`src/rtl/mtm_alu_core_pipe.sv`:
```
// mtm_alu_core_pipe: buffered ALU core; define MTM_ALU_MUL_EN to enable opcode 010 = MUL
module mtm_alu_core_pipe #(
    parameter int WIDTH      = 32,
    parameter int FIFO_DEPTH = 2
) (
    input  logic             clk,
    input  logic             rst_n,
    input  logic             in_valid,
    output logic             in_ready,
    input  logic [WIDTH-1:0] a,
    input  logic [WIDTH-1:0] b,
    input  logic [2:0]       opcode,
    output logic             out_valid,
    input  logic             out_ready,
    output logic [WIDTH-1:0] result,
    output logic [3:0]       flags,
    output logic [2:0]       crc,
    output logic             op_err
);
    localparam int AW = $clog2(FIFO_DEPTH);
    localparam int EW = WIDTH + 8;
    localparam logic [AW:0] FULL = FIFO_DEPTH[AW:0];

    logic [WIDTH:0]   sum;
    logic [WIDTH:0]   dif;
    logic [WIDTH-1:0] res;
    logic             carry;
    logic             ovf;
    logic             legal;
    logic [3:0]       fl;
    logic [EW-1:0]    entry;
    logic [EW-1:0]    mem [FIFO_DEPTH];
    logic [AW-1:0]    wr_ptr;
    logic [AW-1:0]    rd_ptr;
    logic [AW:0]      count;
    logic             push;
    logic             pop;

`ifdef MTM_ALU_MUL_EN
    logic [2*WIDTH-1:0] prod;
    assign prod = {{WIDTH{1'b0}}, a} * {{WIDTH{1'b0}}, b};
`endif

    // CRC-3, x^3+x+1, zero seed, shifted MSB-first
    function automatic logic [2:0] crc3(input logic [WIDTH+4:0] d);
        logic [2:0] c;
        logic       fb;
        c = '0;
        for (int i = WIDTH + 4; i >= 0; i--) begin
            fb = c[2] ^ d[i];
            c  = {c[1], c[0] ^ fb, fb};
        end
        return c;
    endfunction

    // Combinational ALU: result, carry/borrow and signed overflow per opcode
    always_comb begin
        sum   = {1'b0, a} + {1'b0, b};
        dif   = {1'b0, a} - {1'b0, b};
        res   = '0;
        carry = 1'b0;
        ovf   = 1'b0;
        legal = 1'b1;
        case (opcode)
            3'b000: res = a & b;
            3'b001: res = a | b;
            3'b100: begin
                res   = sum[WIDTH-1:0];
                carry = sum[WIDTH];
                ovf   = (a[WIDTH-1] == b[WIDTH-1]) && (res[WIDTH-1] != a[WIDTH-1]);
            end
            3'b101: begin
                res   = dif[WIDTH-1:0];
                carry = dif[WIDTH];
                ovf   = (a[WIDTH-1] != b[WIDTH-1]) && (res[WIDTH-1] != a[WIDTH-1]);
            end
`ifdef MTM_ALU_MUL_EN
            3'b010: begin
                res   = prod[WIDTH-1:0];
                carry = |prod[2*WIDTH-1:WIDTH];
                ovf   = carry;
            end
`endif
            default: legal = 1'b0;
        endcase
    end

    // Illegal opcodes produce an all-zero response with only op_err set
    assign fl    = legal ? {carry, ovf, res == '0, res[WIDTH-1]} : 4'b0000;
    assign entry = {res, fl, legal ? crc3({res, 1'b0, fl}) : 3'b000, !legal};

    assign in_ready  = rst_n && (count != FULL);
    assign out_valid = count != '0;
    assign push      = in_valid && in_ready;
    assign pop       = out_valid && out_ready;
    assign {result, flags, crc, op_err} = mem[rd_ptr];

    // Result FIFO: storage cleared on reset so the head reads as zero
    always_ff @(posedge clk or negedge rst_n) begin
        if (!rst_n) begin
            wr_ptr <= '0;
            rd_ptr <= '0;
            count  <= '0;
            for (int i = 0; i < FIFO_DEPTH; i++) mem[i] <= '0;
        end else begin
            if (push) begin
                mem[wr_ptr] <= entry;
                wr_ptr      <= wr_ptr + AW'(1);
            end
            if (pop) rd_ptr <= rd_ptr + AW'(1);
            count <= count + {{AW{1'b0}}, push} - {{AW{1'b0}}, pop};
        end
    end
endmodule

```
`config.mk`:
```
export PLATFORM = sky130hd
export DESIGN_NAME = mtm_alu_core_pipe
export DESIGN_NICKNAME = d
export VERILOG_FILES = /design/src/rtl/mtm_alu_core_pipe.sv
export SDC_FILE = /design/constraint.sdc
export NUM_CORES = 1
export LEC_CHECK = 0
export CELL_PAD_IN_SITES_DETAIL_PLACEMENT = 0
export CELL_PAD_IN_SITES_GLOBAL_PLACEMENT = 1
export CORE_ASPECT_RATIO = 0.8
export CORE_UTILIZATION = 30
export CTS_CLUSTER_DIAMETER = 50
export DETAILED_ROUTE_END_ITERATION = 16
export GPL_TIMING_DRIVEN = 1
export HOLD_SLACK_MARGIN = 0.15
export PLACE_DENSITY = 0.58
export SLEW_MARGIN = 20
export SYNTH_ARGS = -nofsm -noshare
export SYNTH_HDL_FRONTEND = slang
export SYNTH_SLANG_ARGS = --single-unit
```
`constraint.sdc`:
```
create_clock -name clk -period 5.5 [get_ports clk]
set_input_delay 0.825 -clock clk [delete_from_list [all_inputs] [get_ports clk]]
set_output_delay 0.825 -clock clk [all_outputs]
set_load 0.05 [all_outputs]
```
=== Yosys cells after proc, flatten, opt, wreduce, memory -nomap -nowiden ===
Cells that the tools add are included.

* Eq/ne operators: 8
* Bitwise operators: 74
* Reduce and logical (&&, ||, !) cells: 11
* Muxes and demuxes: 12
* Add/sub/neg operators: 6
* Magnitude comparators: 3

{| class="wikitable"
|+ Operator list
! kind !! count
|-
| $mux 40 || 4
|-
| $pmux 32 s4 || 1
|-
| $bwmux 80 || 1
|-
| $xor 1x1->1 || 70
|-
| $demux 40 s1 || 1
|-
| $add 32x32->33 || 1
|-
| $sub 32x32->33 || 1
|-
| $and 32x32->32 || 1
|-
| $logic_not 32->1 || 1
|-
| $or 32x32->32 || 1
|-
| $eq 3x3->1 const B || 2
|-
| $logic_and 1x1->1 || 6
|-
| $ge 2x2->1 const B || 2
|-
| $mux 4 || 1
|-
| $not 1->2 || 2
|-
| $pmux 1 s2 || 2
|-
| $reduce_or 4->1 || 1
|-
| $eq 3x1->1 const B || 1
|-
| $logic_not 3->1 || 1
|-
| $mux 3 || 1
|-
| $ne 1x1->1 || 3
|-
| $add 1x1->1 const B || 2
|-
| $add 2x1->2 || 1
|-
| $lt 2x1->1 const B || 1
|-
| other kinds (6) || 6
|}

* Input bits: 71
* Bits in registers: 84

=== Depth between registers and ports, before layout ===
* Depth after elaboration: 39
* Mapped depth: 24

=== Least setup slack after synthesis ===
No wires, ideal clock.

* Path type: input -> register
* Start point: in a[7]
* End point: reg mem[42] in the netlist's numbering
* Cell stages on the path: 23
* Path slack: 0.035 ns
* Data arrival time: 5.344 ns
* Buffers on the path: 1
* Cells stage by stage: inv_1 > ha_1 > buf_2 > nor4_2 > nand3_1 > a31oi_1 > o21ai_1 > o41ai_2 > a21oi_1 > o211ai_1 > o21ai_0 > a211oi_1 > ha_1 > o2111ai_1 > or3_1 > nor3_1 > nand2_1 > nor4_1 > and4_1 > nand4_1 > xnor3_1 > xor2_1 > a22o_1

* Cells in the longest elaborated chain, start to end: 39

{| class="wikitable"
|+ RTL lines
! what !! line !! source
|-
| from (decl) || 10 || <nowiki>input logic [WIDTH-1:0] a,</nowiki>
|-
| $sub 32x32->33 / $add 32x32->33 (equally long branches) || 59, 58 ||
|-
| $pmux 32 s4 || 64 || <nowiki>case (opcode)</nowiki>
|-
| $xor 1x1->1, on equally long branches || 51, 50 ||
|-
| $xor 1x1->1, on equally long branches || 50, 51 ||
|-
| $xor 1x1->1, on equally long branches || 51, 50 ||
|-
| $xor 1x1->1, on equally long branches || 50, 51 ||
|-
| $xor 1x1->1, on equally long branches || 51, 50 ||
|-
| $xor 1x1->1, on equally long branches || 50, 51 ||
|-
| [... 23 more ...] || -- ||
|-
| $xor 1x1->1, on equally long branches || 50, 51 ||
|-
| $xor 1x1->1 || 51 || <nowiki>c = {c[1], c[0] ^ fb, fb};</nowiki>
|-
| $xor 1x1->1 || 50 || <nowiki>fb = c[2] ^ d[i];</nowiki>
|-
| $xor 1x1->1 || 51 ||
|-
| $xor 1x1->1 || 50 ||
|-
| $xor 1x1->1 (*) || 51 ||
|-
| $mux 3 (*) || 90 || <nowiki>assign entry = {res, fl, legal ? crc3({res, 1'b0, fl}) : 3'b000, !legal};</nowiki>
|-
| $bwmux 80 (*) || 107 || <nowiki>mem[wr_ptr] <= entry;</nowiki>
|-
| to (signal, indexed assignment) || 107 ||
|-
| to (decl) || 32 || <nowiki>logic [EW-1:0] mem [FIFO_DEPTH];</nowiki>
|}

Every way passes the cells marked *; elsewhere a longest branch is shown, timed or not.
A chain may end at the register's enable or synchronous reset.

=== Worst setup path after layout ===
* Start point: in a[6]
* End point: reg mem[43] in the netlist's numbering

* Cells in the longest elaborated chain, start to end: 39

{| class="wikitable"
|+ RTL lines
! what !! line
|-
| $sub 32x32->33 / $add 32x32->33 (equally long branches) || 59, 58
|-
| $pmux 32 s4 || 64
|-
| $xor 1x1->1 || 51
|-
| $xor 1x1->1 || 50
|-
| $xor 1x1->1 || 51
|-
| $xor 1x1->1 || 50
|-
| $xor 1x1->1 || 51
|-
| $xor 1x1->1 || 50
|-
| [... 23 more ...] || --
|-
| $xor 1x1->1 || 50
|-
| $xor 1x1->1 || 51
|-
| $xor 1x1->1 || 50
|-
| $xor 1x1->1 || 51
|-
| $xor 1x1->1 || 50
|-
| $xor 1x1->1 (*) || 51
|-
| $mux 3 (*) || 90
|-
| $bwmux 80 (*) || 107
|}

Marked as above.

==> results.json <==
{
  "synth-seq-cells": 82,
  "initial_core_util_pct": 30.5,
  "synth_enable_flop_cells": 0,
  "drtPass1Iterations": 5,
  "core_um2": 31400,
  "mostFrequentLayoutCell": "buf_4",
  "layout_common_cells": "302 x buf_4, 102 x clkdlybuf4s50_1, 94 x nand2_1",
  "cp_max_fo": 2,
  "track_usage_pct": 22.5,
  "grt_max_degree": 83,
  "comb_power_share_pct": 64.9,
  "final_cell_count_no_fill": 1957,
  "fmax_ghz": 0.188,
  "worstSetupPathType": "in2reg",
  "nFillCells": 3157,
  "numCtsBuffers": 9,
  "wl_um": 37100,
  "p_sw_uw": 2110,
  "yosys.area_share.simple_pct": 17.1,
  "synthesis.area_um2": 9570,
  "cp.arrival_ns": 5.53,
  "end_kind": "flop",
  "cts_tree": "done",
  "grt_pass1_wl_um": 57200,
  "syn_inst": 1172,
  "first_iter_violations": 599,
  "layout.nets": 1710,
  "seq_power_share_pct": 21.6,
  "vdd_drop_max_uv": 352,
  "yosysUniqueCellTypes": 90,
  "first_global_vias": 9904,
  "yosysWarnings": 0,
  "pwr-share-clk_pct": 13.6,
  "row_count": 58,
  "synth_nets": 1350,
  "swShare_pct": 44.6,
  "worst_slew_margin_rel_pct": 28.9,
  "min_period_over_period_pct": 96.6,
  "status": "completed",
  "place_area_um2": 13200,
  "postCtsHoldBufs": 0,
  "wl_per_cell_um": 19.0,
  "synth-xor-area-share_pct": 6.52,
  "post-place-ws_ns": -0.779,
  "worst_ep_required_time_ns": 5.72,
  "clkTransAtPathRegs_ns": 0.07,
  "gp_congestion": 0.924,
  "dp_cells": 1930,
  "route.detailed.drc": 0,
  "numClockSinks": 82,
  "root_buffer": "clkbuf_16",
  "synth_compound_area_share_pct": 24.2,
  "vias_per_cell": 5.12,
  "syn_avg_cell_area_um2": 8.17,
  "worst_pin_slew_ns": 1.05,
  "p_per_area_nw_per_um2": 338,
  "die_h_um": 162,
  "layout-area-overhead-vs-synth_pct": 46.9,
  "final_cell_area_um2": 14100,
  "period_minus_slack_ns": 5.32,
  "clock_latency_ns": 0.33,
  "antenna_found_initial": 0,
  "vias": 10000,
  "drv_slew": 0,
  "hold_path.class": "reg2reg",
  "fin_skew_ns": 0.00930,
  "antenna_left": 0,
  "start_kind": "primary input",
  "ys_seq_area_share_pct": 21.4,
  "gr-total-overflow": 0,
  "clock_path_buffers": 2,
  "drive_gt1_share_pct": 32.7,
  "port_buffers": 112,
  "dp_hpwl_um": 29900,
  "cts_max_level": 3,
  "synthArstFlopShare_pct": 100,
  "diodes": 0,
  "finalSetupViolations": 0,
  "synth_mux_area_share_pct": 9.58,
  "hold_violations": 0,
  "synthAdderAreaFrac_pct": 14.1,
  "leakage_uw": 0.00657,
  "rsz0062_at_grt": "true",
  "cap_violations": 0,
  "setup_ws_ns": 0.185,
  "pin_count": 113,
  "die-area_um2": 32600,
  "synth_top_family_by_area": "compound AO/OA/AOI/OAI gates",
  "ys.flop_type": "dfrtp_1",
  "p_total_uw": 4750,
  "power.internal_uw": 2630,
  "fp.dieW_um": 202
}
-- synthesized netlist by cell type (all sizes together), types with 10 or more instances --
cell    count  area share, %
a21o       18            1.4
clkbuf     47            1.8
nand2      97            3.8
inv        96            3.8
dfrtp      82             21
o211ai     14            1.2
a31oi      10           0.65
a21oi      88            4.7
o21ai      89            4.7
o31ai      10           0.78
nand4      19            1.2
nor2       94            3.7
buf        25            1.4
a211oi     28            2.2
mux2       77            9.1
xnor2      32            3.2
ha        105             14
nor2b      13           0.85
nand3      24            1.3
nor3       21            1.3
-- cell families after synthesis --
group / Yosys count
AOI/OAI and AO/OA: 349
buffers and inverters: 168
muxes: 82
adders and majority gates: 107
DFF: 82
xor gates and xnor gates: 51
and+or+nand+nor: 333
-- flip-flops by register name, indices dropped and copies added (netlist names) --
register  cells
wr_ptr        1
count         2
mem          78
rd_ptr        1
-- through the flow --
stage / utilization [%] / setup TNS, ns / hold slack, ns
3_3_place_gp: 42.0 / -3.03 / 0.459
5_1_grt: 44.7 / -0.197 / 0.499
3_5_place_dp: 42.0 / -4.13 / 0.465
6_report: 44.7 / 0 / 0.473
2_1_floorplan: - / 0 / 0.444
4_1_cts: 43.4 / 0 / 0.478
-- power by group through the flow --
stage / registers (uW) / logic [uW] / clock network [uW]
after detailed placement: 1040 / 2990 / 0
final: 1020 / 3080 / 644
after floorplan: 961 / 1990 / 0
after global placement: 1020 / 2980 / 0
after CTS: 1030 / 3030 / 661
after global routing: 1070 / 3270 / 684
-- per-layer routing --
layer	wire (um)	track usage (%)	share of wire, %	up-vias
met5	0	0	0	-
met4	1020	6.51	2.7	0
met3	1670	2.57	4.5	45
met2	16000	34.6	43	266
met1	18400	33.1	50	4778
li1	-	-	-	4930
-- critical path, stage by stage --
cell,delay (ns)
clkdlybuf4s50_1,0.48
inv_1,0.08
ha_4,0.25
nor4_4,0.32
nand3_2,0.13
a31oi_4,0.20
o21ai_2,0.11
o41ai_2,0.42
a21oi_2,0.13
o211ai_1,0.23
o21ai_1,0.13
a211oi_2,0.20
buf_4,0.15
ha_2,0.16
o2111ai_1,0.09
or3_1,0.38
nor3_2,0.11
nand2_1,0.08
nor4_2,0.12
and4_1,0.22
nand4_1,0.14
buf_4,0.18
nand2_1,0.06
xnor2_1,0.08
mux2_1,0.29
-- area by class of cell --
| class | instances | area [um2] | share of cell area [%] |
|---|---|---|---|
| flip-flops and latches | 82 | 2050 | 14.6 |
| multi-input cells | 922 | 7280 | 51.8 |
| clock inverters | 6 | 90.1 | 0.641 |
| repair buffers | 421 | 3520 | 25.0 |
| well taps | 420 | 526 | 3.74 |
| clock buffers | 10 | 229 | 1.63 |
| inverters | 96 | 360 | 2.56 |
-- worst paths after layout --
| kind | cells after the start | startpoint | end | slack (ns) |
|---|---|---|---|---|
| max in group asynchronous | 2 | rst_n | mem[19] | 4.35 |
| worst min-delay path | 2 | mem[68] | mem[68] | 0.47 |
| worst max-delay path | 25 | a[6] | mem[43] | 0.18 |
| worst min register to register | 2 | mem[68] | mem[68] | 0.47 |
| min in group asynchronous | 2 | rst_n | count[1] | 0.62 |
| worst max register to register | 6 | count[0] | mem[41] | 3.30 |
-- what timing repair did --
item                       CTS  global route
setup buffers                1            10
pin swaps                   12            25
setup endpoints to repair    6             8
gates resized for setup     23            78
(Power assumes the default switching activity.)
